**src/rtl/cpu_types_pkg.sv**
```systemverilog
// Shared CPU types: register indices, pipeline control FSM state
// and the packed control word decoded each cycle.
package cpu_types_pkg;
   typedef logic [4:0] regbits_t;

   typedef enum logic [1:0] {
      RUN,
      DWAIT,
      DRAIN,
      HALTED
   } pc_state_t;

   // en/fl bit order: [3]=ifid [2]=idex [1]=exmem [0]=memwb
   typedef struct packed {
      logic       pc_en;
      logic [3:0] en;
      logic [3:0] fl;
   } ctrl_t;
endpackage

```
**src/rtl/pipeline_control_if.sv**
```systemverilog
// Hazard inputs and pipeline-register control outputs of the
// pipeline controller, grouped as one bundle.
interface pipeline_control_if #(
   parameter int CNT_W = 32
);
   import cpu_types_pkg::*;

   logic     ihit;
   logic     dhit;
   logic     mem_dREN;
   logic     mem_dWEN;
   logic     mem_branch_taken;
   logic     mem_halt;
   logic     ex_jump;
   logic     idex_dREN;
   regbits_t idex_rt;
   regbits_t ifid_rs;
   regbits_t ifid_rt;

   logic pc_en;
   logic en_ifid;
   logic en_idex;
   logic en_exmem;
   logic en_memwb;
   logic flush_ifid;
   logic flush_idex;
   logic flush_exmem;
   logic flush_memwb;
   logic halt;
   logic mem_timeout;
   logic [CNT_W-1:0] stall_cnt;
   logic [CNT_W-1:0] flush_cnt;

   modport master (
      input  ihit, dhit, mem_dREN, mem_dWEN,
      input  mem_branch_taken, mem_halt, ex_jump,
      input  idex_dREN, idex_rt, ifid_rs, ifid_rt,
      output pc_en, en_ifid, en_idex, en_exmem, en_memwb,
      output flush_ifid, flush_idex, flush_exmem, flush_memwb,
      output halt, mem_timeout, stall_cnt, flush_cnt
   );

   modport slave (
      output ihit, dhit, mem_dREN, mem_dWEN,
      output mem_branch_taken, mem_halt, ex_jump,
      output idex_dREN, idex_rt, ifid_rs, ifid_rt,
      input  pc_en, en_ifid, en_idex, en_exmem, en_memwb,
      input  flush_ifid, flush_idex, flush_exmem, flush_memwb,
      input  halt, mem_timeout, stall_cnt, flush_cnt
   );
endinterface

```
**src/rtl/sat_counter.sv**
```systemverilog
// Up-counter that sticks at all-ones instead of wrapping.
module sat_counter #(
   parameter int W = 32
) (
   input  logic         CLK,
   input  logic         RST,
   input  logic         inc,
   input  logic         clr,
   output logic [W-1:0] cnt
);
   always_ff @(posedge CLK or posedge RST) begin
      if (RST)
         cnt <= '0;
      else if (clr)
         cnt <= '0;
      else if (inc && cnt != '1)
         cnt <= cnt + W'(1);
   end
endmodule

```
**src/rtl/pipeline_control.sv**
```systemverilog
// Pipeline advance/freeze/bubble control: memory wait, fetch miss,
// branch, jump, load-use and halt drain, plus perf/timeout counters.
module pipeline_control
   import cpu_types_pkg::*;
#(
   parameter int CNT_W     = 32,
   parameter int DWAIT_MAX = 1024
) (
   input logic                CLK,
   input logic                RST,
   pipeline_control_if.master cif
);
   localparam int TW = $clog2(DWAIT_MAX + 1);
   localparam logic [TW-1:0] TMAX = TW'(DWAIT_MAX);

   pc_state_t     state;
   logic [TW-1:0] tcnt;
   logic          tmo_q;
   logic          halt_q;
   logic          memreq;
   logic          mwait;
   logic          lu;
   logic          active;
   ctrl_t         c;

   assign memreq = cif.mem_dREN | cif.mem_dWEN;
   assign mwait  = memreq & ~cif.dhit;
   assign lu = cif.idex_dREN & (cif.idex_rt != '0) &
               ((cif.idex_rt == cif.ifid_rs) |
                (cif.idex_rt == cif.ifid_rt));

   always_comb begin
      c = '0;
      if (RST) begin
         c.fl = '1;
      end else begin
         unique case (state)
            RUN, DWAIT: begin
               if (mwait) begin
                  c.en = 4'b0001;
                  c.fl = 4'b0001;
               end else if (cif.mem_branch_taken) begin
                  c.pc_en = 1'b1;
                  c.en    = 4'b1111;
                  c.fl    = 4'b1110;
               end else if (cif.ex_jump) begin
                  c.pc_en = 1'b1;
                  c.en    = 4'b1111;
                  c.fl    = 4'b1100;
               end else if (lu) begin
                  c.en = 4'b0111;
                  c.fl = 4'b0100;
               end else if (!cif.ihit) begin
                  c.en = 4'b1111;
                  c.fl = 4'b1000;
               end else begin
                  c.pc_en = 1'b1;
                  c.en    = 4'b1111;
               end
            end
            DRAIN: begin
               // let the MEM/WB instruction retire, squash the rest
               c.en = 4'b0001;
               c.fl = 4'b1110;
            end
            default: c = '0;
         endcase
      end
   end

   assign cif.pc_en       = c.pc_en;
   assign cif.en_ifid     = c.en[3];
   assign cif.en_idex     = c.en[2];
   assign cif.en_exmem    = c.en[1];
   assign cif.en_memwb    = c.en[0];
   assign cif.flush_ifid  = c.fl[3];
   assign cif.flush_idex  = c.fl[2];
   assign cif.flush_exmem = c.fl[1];
   assign cif.flush_memwb = c.fl[0];
   assign cif.halt        = halt_q;
   assign cif.mem_timeout = tmo_q;

   always_ff @(posedge CLK or posedge RST) begin
      if (RST) begin
         state  <= RUN;
         tcnt   <= '0;
         tmo_q  <= 1'b0;
         halt_q <= 1'b0;
      end else begin
         unique case (state)
            RUN: begin
               if (mwait)
                  state <= DWAIT;
               else if (cif.mem_halt)
                  state <= DRAIN;
            end
            DWAIT: begin
               if (cif.dhit) begin
                  state <= cif.mem_halt ? DRAIN : RUN;
                  tcnt  <= '0;
               end else begin
                  if (tcnt != TMAX)
                     tcnt <= tcnt + TW'(1);
                  if (tcnt >= TMAX - TW'(1))
                     tmo_q <= 1'b1;
               end
            end
            DRAIN: begin
               state  <= HALTED;
               halt_q <= 1'b1;
            end
            default: state <= HALTED;
         endcase
      end
   end

   assign active = (state == RUN) | (state == DWAIT);

   sat_counter #(.W(CNT_W)) u_stall (
      .CLK (CLK),
      .RST (RST),
      .inc (active & ~c.pc_en),
      .clr (1'b0),
      .cnt (cif.stall_cnt)
   );

   sat_counter #(.W(CNT_W)) u_flush (
      .CLK (CLK),
      .RST (RST),
      .inc (active & (|c.fl)),
      .clr (1'b0),
      .cnt (cif.flush_cnt)
   );
endmodule

```
**src/flat_wrapper.sv**
```systemverilog
// flat-port wrapper written by rule: the top's interface ports become plain ports
module pipeline_control_flat import cpu_types_pkg::*;
#(
   parameter int CNT_W     = 32,
   parameter int DWAIT_MAX = 1024
)
  (CLK, RST, cif_ihit, cif_dhit, cif_mem_dREN, cif_mem_dWEN, cif_mem_branch_taken, cif_mem_halt, cif_ex_jump, cif_idex_dREN, cif_idex_rt, cif_ifid_rs, cif_ifid_rt, cif_pc_en, cif_en_ifid, cif_en_idex, cif_en_exmem, cif_en_memwb, cif_flush_ifid, cif_flush_idex, cif_flush_exmem, cif_flush_memwb, cif_halt, cif_mem_timeout, cif_stall_cnt, cif_flush_cnt);
  pipeline_control_if #(.CNT_W(CNT_W)) cif_i ();
  input logic CLK;
  input logic RST;
  input wire logic [$bits(cif_i.ihit)-1:0] cif_ihit;
  input wire logic [$bits(cif_i.dhit)-1:0] cif_dhit;
  input wire logic [$bits(cif_i.mem_dREN)-1:0] cif_mem_dREN;
  input wire logic [$bits(cif_i.mem_dWEN)-1:0] cif_mem_dWEN;
  input wire logic [$bits(cif_i.mem_branch_taken)-1:0] cif_mem_branch_taken;
  input wire logic [$bits(cif_i.mem_halt)-1:0] cif_mem_halt;
  input wire logic [$bits(cif_i.ex_jump)-1:0] cif_ex_jump;
  input wire logic [$bits(cif_i.idex_dREN)-1:0] cif_idex_dREN;
  input wire logic [$bits(cif_i.idex_rt)-1:0] cif_idex_rt;
  input wire logic [$bits(cif_i.ifid_rs)-1:0] cif_ifid_rs;
  input wire logic [$bits(cif_i.ifid_rt)-1:0] cif_ifid_rt;
  output wire logic [$bits(cif_i.pc_en)-1:0] cif_pc_en;
  output wire logic [$bits(cif_i.en_ifid)-1:0] cif_en_ifid;
  output wire logic [$bits(cif_i.en_idex)-1:0] cif_en_idex;
  output wire logic [$bits(cif_i.en_exmem)-1:0] cif_en_exmem;
  output wire logic [$bits(cif_i.en_memwb)-1:0] cif_en_memwb;
  output wire logic [$bits(cif_i.flush_ifid)-1:0] cif_flush_ifid;
  output wire logic [$bits(cif_i.flush_idex)-1:0] cif_flush_idex;
  output wire logic [$bits(cif_i.flush_exmem)-1:0] cif_flush_exmem;
  output wire logic [$bits(cif_i.flush_memwb)-1:0] cif_flush_memwb;
  output wire logic [$bits(cif_i.halt)-1:0] cif_halt;
  output wire logic [$bits(cif_i.mem_timeout)-1:0] cif_mem_timeout;
  output wire logic [$bits(cif_i.stall_cnt)-1:0] cif_stall_cnt;
  output wire logic [$bits(cif_i.flush_cnt)-1:0] cif_flush_cnt;
  assign cif_i.ihit = cif_ihit;
  assign cif_i.dhit = cif_dhit;
  assign cif_i.mem_dREN = cif_mem_dREN;
  assign cif_i.mem_dWEN = cif_mem_dWEN;
  assign cif_i.mem_branch_taken = cif_mem_branch_taken;
  assign cif_i.mem_halt = cif_mem_halt;
  assign cif_i.ex_jump = cif_ex_jump;
  assign cif_i.idex_dREN = cif_idex_dREN;
  assign cif_i.idex_rt = cif_idex_rt;
  assign cif_i.ifid_rs = cif_ifid_rs;
  assign cif_i.ifid_rt = cif_ifid_rt;
  assign cif_pc_en = cif_i.pc_en;
  assign cif_en_ifid = cif_i.en_ifid;
  assign cif_en_idex = cif_i.en_idex;
  assign cif_en_exmem = cif_i.en_exmem;
  assign cif_en_memwb = cif_i.en_memwb;
  assign cif_flush_ifid = cif_i.flush_ifid;
  assign cif_flush_idex = cif_i.flush_idex;
  assign cif_flush_exmem = cif_i.flush_exmem;
  assign cif_flush_memwb = cif_i.flush_memwb;
  assign cif_halt = cif_i.halt;
  assign cif_mem_timeout = cif_i.mem_timeout;
  assign cif_stall_cnt = cif_i.stall_cnt;
  assign cif_flush_cnt = cif_i.flush_cnt;
  pipeline_control #(.CNT_W(CNT_W), .DWAIT_MAX(DWAIT_MAX)) u_core (.CLK(CLK), .RST(RST), .cif(cif_i));
endmodule
```
**config.mk**
```make
export PLATFORM = sky130hd
export DESIGN_NAME = pipeline_control_flat
export DESIGN_NICKNAME = d
export VERILOG_FILES = /design/src/rtl/cpu_types_pkg.sv /design/src/rtl/pipeline_control_if.sv /design/src/rtl/sat_counter.sv /design/src/rtl/pipeline_control.sv /design/src/flat_wrapper.sv
export SDC_FILE = /design/constraint.sdc
export NUM_CORES = 1
export LEC_CHECK = 0
export CELL_PAD_IN_SITES_DETAIL_PLACEMENT = 0
export CELL_PAD_IN_SITES_GLOBAL_PLACEMENT = 2
export CORE_ASPECT_RATIO = 1.2
export CORE_UTILIZATION = 30
export CTS_CLUSTER_SIZE = 12
export DETAILED_ROUTE_END_ITERATION = 8
export GPL_ROUTABILITY_DRIVEN = 0
export PLACE_DENSITY_LB_ADDON = 0.08
export SETUP_SLACK_MARGIN = 0.05
export SYNTH_ARGS = -nofsm -noshare
export SYNTH_HDL_FRONTEND = slang
export SYNTH_HIERARCHICAL = 1
export SYNTH_SLANG_ARGS = --single-unit
```
**constraint.sdc**
```tcl
create_clock -name CLK -period 5.55 [get_ports CLK]
set_input_delay 1.11 -clock CLK [delete_from_list [all_inputs] [get_ports CLK]]
set_output_delay 1.11 -clock CLK [all_outputs]
set_load 0.02 [all_outputs]
```
### Word level (Yosys, flattened, before mapping)

Index checks and enable logic that the tools add are counted.

* $add $sub $neg: 3
* $lt $le $gt $ge: 1
* eq/ne operators: 9
* multiplexer cells: 19
* bitwise operators: 10
* reduce and logical (&&, ||, !) cells: 10

Operator list (number)
* $add A32 B1 Y32 const B: 2
* $ne A32 B32 Y1 const B: 2
* $mux W11: 2
* $mux W9: 2
* $mux W8: 2
* $pmux W8 S2: 1
* $add A11 B1 Y11 const B: 1
* $ge A11 B10 Y1 const B: 1
* $ne A11 B11 Y1 const B: 1
* $eq A5 B5 Y1: 2
* $mux W2: 4
* $mux W4: 2
* $and A1 B1 Y1: 5
* $mux W5: 1
* $reduce_bool A5 Y1: 1
* $mux W1: 4
* $pmux W2 S2: 1
* $reduce_and A2 Y1: 2
* $reduce_or A4 Y1: 1
* $ne A3 B2 Y1 const B: 1
* $or A1 B1 Y1: 3
* $reduce_and A3 Y1: 1
* $eq A2 B1 Y1 const B: 1
* $eq A2 B2 Y1 const B: 1
* other kinds (6): 8

* register bits after elaboration: 79
* input port bits: 25
* output and inout port bits: 75
* logic and storage cells: 58

### Logic depth before layout (Yosys ltp)

* depth after elaboration: 12
* mapped depth: 12
* gate-level depth less buffers: 10

### Hierarchy

Netlist, hierarchy kept.

By module, submodules not included
* sat_counter: times used 2, cells each 186, area an instance 1740.4 um^2, sequential area each 800.8 um^2
* pipeline_control: times used 1, cells each 125, area an instance 1018.5 um^2, sequential area each 375.4 um^2

### Least setup slack after synthesis

Ideal clock, no wire load.

* path kind: input-to-reg
* from: in cif_idex_rt[4]
* to: reg u_core.u_stall.cnt[19]
* library setup time: 0.077 ns
* data arrival time: 3.367 ns
* data required time: 5.473 ns
* slack: 2.105 ns
* stages: 11
* path buffers: 1
* cells stage by stage: xnor2_1 > nand3_1 > o22ai_1 > nand3_1 > a31oi_1 > nand4_1 > nor3_1 > o311ai_1 > buf_2 > or4_1 > a21oi_1

* word-level cells in the longest chain between the ends: 12
* elaborated cells on any way between the ends: 15
* classes of those cells: 2 x eq/ne; 6 x mux; 5 x bitwise; 2 x reduce/logical

RTL lines
* from (decl): RTL line flat_wrapper.sv:19 `input wire logic [$bits(cif_i.idex_rt)-1:0] cif_idex_rt;`
* $eq A5 B5 Y1 (tied with other cells): RTL line pipeline_control.sv:29 `((cif.idex_rt == cif.ifid_rs) |`
* $or A1 B1 Y1 or $and A1 B1 Y1 (tied branches): RTL line pipeline_control.sv:29, pipeline_control.sv:28
* $and A1 B1 Y1 *: RTL line pipeline_control.sv:28 `assign lu = cif.idex_dREN & (cif.idex_rt != '0) &`
* $mux W1 *: RTL line pipeline_control.sv:50 `end else if (lu) begin`
* $mux W9 *: RTL line pipeline_control.sv:46 `end else if (cif.ex_jump) begin`
* $mux W9 *: RTL line pipeline_control.sv:42 `end else if (cif.mem_branch_taken) begin`
* $mux W1 *: RTL line pipeline_control.sv:39 `if (mwait) begin`
* $mux W1 *: RTL line pipeline_control.sv:37 `unique case (state)`
* $mux W5 *: RTL line pipeline_control.sv:34 `if (RST) begin`
* $not A1 Y1 *: RTL line pipeline_control.sv:122 `.inc (active & ~c.pc_en),`
* $and A1 B1 Y1 *: RTL line pipeline_control.sv:122
* $logic_and A1 B1 Y1 *: RTL line sat_counter.sv:16 `else if (inc && cnt != '1)`
* to (signal assigned): RTL line sat_counter.sv:17 `cnt <= cnt + W'(1);`
* to (decl): RTL line sat_counter.sv:9 `output logic [W-1:0] cnt`

Every way passes the cells marked *; elsewhere a longest branch is shown, timed or not.
A chain may end at the register's enable or synchronous reset.

### Worst setup path in the final report

* from: in cif_idex_rt[1]
* to: out cif_pc_en

* word-level cells in the longest chain between the ends: 9
* elaborated cells on any way between the ends: 12
* classes of those cells: 2 x eq/ne; 6 x mux; 3 x bitwise; 1 x reduce/logical

RTL lines
* $eq A5 B5 Y1 (tied with other cells): RTL line pipeline_control.sv:29
* $or A1 B1 Y1 or $and A1 B1 Y1 (tied branches): RTL line pipeline_control.sv:29, pipeline_control.sv:28
* $and A1 B1 Y1 *: RTL line pipeline_control.sv:28
* $mux W1 *: RTL line pipeline_control.sv:50
* $mux W9 *: RTL line pipeline_control.sv:46
* $mux W9 *: RTL line pipeline_control.sv:42
* $mux W1 *: RTL line pipeline_control.sv:39
* $mux W1 *: RTL line pipeline_control.sv:37
* $mux W5 *: RTL line pipeline_control.sv:34
* to (decl): RTL line flat_wrapper.sv:22 `output wire logic [$bits(cif_i.pc_en)-1:0] cif_pc_en;`

Marks and branches as above.

==> summary.md <==
| Metric | Value |
|---|---|
| Final setup fails | 0 |
| Pwr dens | 200 nW/um^2 |
| Clock Latency Late Sink | approximately 0.34 ns |
| Maximum VDD drop | 0.0956 mV |
| RR Endpoint | u_core/u_flush/cnt[27]$_DFFE_PP0P_ |
| WL per Instance | 15.8 um |
| # clock sinks | 79 |
| Slew @ Worst Pin | between 1 and 1.5 ns |
| Layout area overhead | 33.1% |
| Post-CTS sizing | 0 |
| Top Ports | 100 |
| Max Clk Rate | 0.229 GHz |
| Critical Path Start Type | input pin |
| Post-synth top cells | dfrtp_1 (79), a21oi_1 (60), nand2_1 (39), o21ai_0 (36), o31ai_1 (33) |
| Worst clock skew | 0.00672 ns |
| CP max-delay cell | clkdlybuf4s50_1 |
| Worst path max stage delay | 0.60 ns |
| Vias per Instance | around 5.3 |
| CTS H-Tree Depth | 3 |
| Hold_sp | u_core/cif.mem_timeout$_DFFE_PP0P_ |
| GRT overflow | 0 |
| Die area | 15500 sq um |
| Largest net degree at the start of global routing | 33 |
| Initial Utilization | 31.0% |
| FF+latch count, synth | 79 |
| MaxCap Viol Count | 0 |
| Post-DP Area | 5730 sq um |
| Critical Path RT | roughly 4.4 ns |
| Post-route cell area | 5990 sq um |
| Post-route worst setup slack | ~1.2 ns |
| Simple-gate share of the synthesized area | 26.0% |
| Headroom to the max-slew limit | 15.1% |
| Worst min path class | reg -> reg |
| CP cell instances | clkdlybuf4s50_1 -> or4_1 -> o21a_1 -> nand3_1 -> and3_1 -> clkdlybuf4s50_1 |
| Final #Nets | about 640 |
| Ant diodes | 0 |
| # rows | 48 |
| Hold depth | 2 |
| Post-Synthesis Cell Area | 4500 sq um |
| Root Driver | clkbuf_16 |
| Drc violations | 0 |
| IO Port Bufs | 99 |
| Setup TNS | 0 ns |
| Xor/xnor share of the synthesized area | ~3.9% |
| Die Y | about 140 um |
| Die width | ~110 um |
| Cell count after synthesis | 497 |
| Yosys top cell by area | dfrtp_1 |
| CP bufs+invs | 2 |
| CP delay by family, top | buffers and inverters |
| Antenna-violating nets left | 0 |
| RSZ-0062 raised after global routing | false |
| HPWL after DPL | 9310 um |
| FF-to-FF Start | u_core/state[0]$_DFFE_PP0P_ |
| First-pass GRT wire length | 21200 um |
| Largest fanout on the critical path | 3 |
| Vias in the first global route | 4195 |
| Syn_area_per_cell | 9.05 sq um |
| Primary FF master, synth | dfrtp_1 |
| Final Hold Violating Endpoints | 0 |
| Crit path time final | 4.36 ns |
| # hold bufs at CTS | 0 |
| WP data arrival | 3.25 ns |
| Unique masters post-synth | 44 |
| Fillers | 1520 |
| Postcts setup bufs | 0 |
| Lkg Pwr | 2.21 nW |
| Main combinational cell family by area after synthesis | simple AND/OR/NAND/NOR gates |
| R2R depth | 9 |
| WS Path Type | in -> out |
| Hold_ws | approximately 0.48 ns |
| Layout cell share with drive strength beyond 1 | under 10% |
| Initial antenna violation count | 0 |
| Synth async-reset ratio | 100% |
| Number of DRC markers in iteration 0 | around 190 |
| Post-synthesis sequential area ratio | 43.9% |
| Maximum clock insertion buffer count | 2 |
| Core area | ~15000 sq um |
| Warnings, synthesis | 6 |
| Top-area cell type share of the netlist area | 43.9% |
| Status | completed |
| Flop-to-flop setup slack | 2.47 ns |
| Synth top area cells | dfrtp_1 (44%), a21oi_1 (6.7%), o31ai_1 (5.5%) |
| Cts bufs inserted | 9 |
| Clock-pin slew of the registers on the worst-case setup and hold paths | 0.06 ns |
| TritonCTS clock tree | yes |
| Dpl ws | 0.923 ns |
| First drt pass iteration count | 4 |
| Slew Viols, Final | 0 |
| Hold endpoint | u_core/cif.mem_timeout$_DFFE_PP0P_ |
| GRT Util Overall | between 10% and 20% |
| Proportion of synthesized area in mux cells | 0.445% |
| Via count | roughly 4300 |
| Crit share post-route | 78.6% |
| Total Power | 0.00120 W |
| Final WL | 12800 um |
| EDFF count, synth | 0 |
| Setup crit end kind | output pin |
| Crit path top cell by count | clkdlybuf4s50_1 |
| Top-count cell post-synth | dfrtp_1 |
| Compound-Gate Fraction of Synth Area | 20.8% |
| Fraction of the mapped netlist area in adder cells | 1.11% |
==> worst register-to-register path: cells and delay by family, from the launching register on <==
| kind | cells | cell delay, ns |
|---|---|---|
| AO/OA/AOI/OAI | 3 | 0.82 |
| buffers and inverters | 1 | 0.20 |
| flip-flops | 1 | 0.41 |
| AND/OR/NAND/NOR | 5 | 1.59 |
==> how the worst max path moves through the flow <==
stage	start	to	slack (ns)	depth (start not counted)
finish	cif_idex_rt[1]	cif_pc_en	1.19	6
global route	cif_dhit	cif_pc_en	1.02	7
CTS	cif_dhit	cif_pc_en	1.17	7
detailed placement	cif_idex_rt[2]	u_core/u_flush/cnt[27]$_DFFE_PP0P_	0.92	12
global placement	cif_idex_rt[3]	u_core/u_flush/cnt[27]$_DFFE_PP0P_	1.0	12
floorplan	cif_idex_rt[4]	u_core/u_stall/cnt[19]$_DFFE_PP0P_	2.11	11
==> cells in the final DEF (no fill, tap or decap), types with 4 or more instances in the layout <==
master	synthesis	final
nand2_1	39	39
xor2_1	6	6
o21ai_0	36	36
nand4_1	13	13
or3_1	25	25
a21oi_1	60	60
clkbuf_16	0	9
nor2_1	23	23
inv_1	23	23
and2_1	5	5
and3_1	9	9
nor3_1	4	4
or4_1	29	29
nand2b_1	4	4
nand3_1	27	27
o31ai_1	33	33
clkdlybuf4s50_1	0	99
clkbuf_1	8	4
buf_4	1	5
nor4_1	7	7
dfrtp_1	79	79
conb_1	1	10
xnor2_1	14	14
and4_1	9	9
ha_1	4	4
==> final cells by class <==
class	instances	area (sq um)	area share, %
clock inverter	1	5.00	0.0835
clock buffer	14	254	4.24
sequential	79	1980	33.0
inverter	23	86.3	1.44
multi-input combinational	389	2390	39.9
tap	200	250	4.18
timing repair buffer	104	1030	17.2
==> power breakdown <==
group	switching (W)	internal (W)
sequential	0.00000405	0.000579
combinational	0.0000387	0.0000302
clock	0.000236	0.000313
==> sequential cells by signal (all words and copies together) (netlist names) <==
register / count
u_core/u_flush/cnt: 32
u_core/u_stall/cnt: 32
u_core/tcnt: 11
u_core/state: 2
u_core/cif.halt: 1
u_core/cif.mem_timeout: 1
==> metal layers <==
metal / wire length [um] / global-route usage, % / vias to the layer above
li1: - / - / 2103
met1: 5470 / 21.0 / 2047
met2: 6520 / 30.4 / 98
met3: 573 / 3.17 / 15
met4: 229 / 6.78 / 0
met5: 0 / 0 / -
==> metrics by stage <==
stage / cells / util (%)
after floorplan: 506 / -
after global placement: 795 / 39.4
after detailed placement: 795 / 39.4
after CTS: 810 / 41.2
after global routing: 810 / 41.2
final: 810 / 41.2
==> cells by family (layout without fill, tap and decap cells) <==
kind of cell / Yosys count / count (layout)
and+or+nand+nor: 202 / 202
AOI/OAI and AO/OA: 151 / 151
DFF: 79 / 79
buffers and inverters: 38 / 142
xor gates and xnor gates: 20 / 20
adders and majority gates: 4 / 4
muxes: 2 / 2
other: 1 / 10
(Power assumes the default switching activity.)
==> variant, RTL diff (config.mk and constraints unchanged) <==
The 4 states of `pc_state_t` get a Gray code encoding in 2 bits.
--- a/src/rtl/cpu_types_pkg.sv
+++ b/src/rtl/cpu_types_pkg.sv
@@ -6,6 +6,6 @@
    typedef enum logic [1:0] {
-      RUN,
-      DWAIT,
-      DRAIN,
-      HALTED
+      RUN    = 2'b00,
+      DWAIT  = 2'b01,
+      DRAIN  = 2'b11,
+      HALTED = 2'b10
    } pc_state_t;
Check against the original RTL: no difference found for any inputs over 10 cycles, from zero or initial values and one cycle with RST high; not proved beyond that.
==> variant against the original RTL <==
- routed wire length is 0.66% lower
- core utilization increased by 0.49 points
- area after synthesis rose by 0.70%
- hold slack worse by 0.0024 ns
- design area rose by 1.6%
- register-to-register slack improved by 0.04 ns
- worst setup slack got worse by 0.026 ns
- synthesized cell count up 0.60%
- critical path depth unchanged
- sequential cell count is the same
- clock skew barely moved
- die area up 0.68%
- power increased by 7.2%
- critical path type unchanged
- largest cell class unchanged
- highest routed layer unchanged
==> variant: results (changes against the original RTL) <==
status=finished, final reports clean; Pre-antenna DRT Iters=4 (unchanged); post-synth cell types=50 (+14%); CP max stage delay=0.62 ns (+0.02 ns); slew margin rel.=20.6% (+5.5 points); Routed WL=12700 um (-0.66%); Worst R2R Start=u_core/state[1]; HP Start=u_core/cif.halt; via count of the first global-routing pass=4014 (-4.3%); skew final=0.00700 ns (+0.000275 ns); Final #Nets=640 (+0.79%); share of post-route cells with drive strength above 1=5.68% (+1.1 points); top cells by area, synth=dfrtp_1 44%, a21oi_1 6.5%, o31ai_1 5.1%, or4_1 4.8%, o21ai_0 4.0%; Synth Area in Compound Gates=20.9% (+0.050 points); Setup WS pre-CTS=0.898 ns (-0.0254 ns); hold depth=1 (-1); drt via density=5.29 (+0.50%); iteration-0 DRC count of the detailed router=167 (-13%); Int Power=1.00 mW (+8.5%); Fill cells=1450 (-4.6%); sequential-to-total area share from yosys stat=43.6% (-0.30 points); post-CTS sizing=0 (unchanged); most common library cells after synthesis=79 x dfrtp_1, 59 x a21oi_1, 37 x nand2_1; Synth Area in XOR/XNOR=3.67% (-0.22 points); grt ovf=0 (unchanged); leakage power=2.23 nW (+0.91%); HPWL reported at the end of detailed placement=9160 um (-1.6%); first-pass GRT wire length=20600 um (-2.7%); mux contribution to synthesized area=0.663% (+0.22 points); max_cap viols=0 (unchanged); adder-cell area share of the yosys netlist=1.10% (-0.0077 points); maximum vdd drop=133 uV (+39%); setup slack, reg-to-reg=2.51 ns (+0.04 ns); clk_lat worst skew=0.34 ns (about the same); all-layer global routing usage=16.9% (-0.46 points); r2r worst-path depth=8 (-1); Worst Hold Path EP=u_core/cif.halt
[variant: metrics by stage]
step                      hold slack (ns)  area (um^2)  cells  util [%]  power, mW
after floorplan                     0.496         4560    509         -      0.624
after global routing                0.499         6090    816      41.7       1.33
after detailed placement            0.457         5770    799      39.5      0.657
after global placement              0.453         5770    799      39.5      0.657
after CTS                           0.487         6080    815      41.7       1.31
final                               0.474         6090    816      41.7       1.29
[variant: power groups by stage]
stage               clock (mW)  sequential, mW  combinational (mW)
floorplan                    0           0.590              0.0339
global route             0.679           0.579              0.0761
detailed placement           0           0.590              0.0669
global placement             0           0.590              0.0670
finish                   0.640           0.579              0.0683
CTS                      0.662           0.579              0.0671
[variant: cell families after synthesis]
logic type	Yosys count
xor+xnor	19
mux	3
fa+ha+maj	4
flops	79
buf+inv	35
compound gates	152
simple gates	207
other cells	1
[variant: worst max-delay path by stage]
stage                   start  slack (ns)                endpoint
2_1_floorplan  cif_idex_rt[4]        2.11  u_core/u_stall/cnt[19]
3_3_place_gp   cif_idex_rt[0]        0.96  u_core/u_flush/cnt[27]
3_5_place_dp   cif_idex_rt[4]        0.90  u_core/u_flush/cnt[27]
4_1_cts        cif_idex_rt[1]        1.16               cif_pc_en
5_1_grt        cif_idex_rt[4]        0.96  u_core/u_flush/cnt[27]
6_report       cif_idex_rt[1]        1.16               cif_pc_en
[variant: final cells by class]
type | count | share of cell area, %
clock buffers | 10 | 3.76
clock inverters | 6 | 1.38
inverters | 20 | 1.23
multi-input cells | 395 | 39.9
flip-flops and latches | 79 | 32.5
well taps | 200 | 4.11
repair buffers | 106 | 17.1
[variant: metal layers]
layer | GRT usage, % | vias to the layer above | share of wire [%]
met3 | 3.50 | 12 | 3.5
met2 | 29.0 | 68 | 50
met1 | 20.9 | 2100 | 45
met5 | 0 | - | 0
met4 | 6.20 | 0 | 1.3
li1 | - | 2136 | -
[variant: worst max-delay path: cells and delay by family]
family	cells	cell delay [ns]
simple gates	3	0.84
compound gates	1	0.23
buf+inv	2	1.10
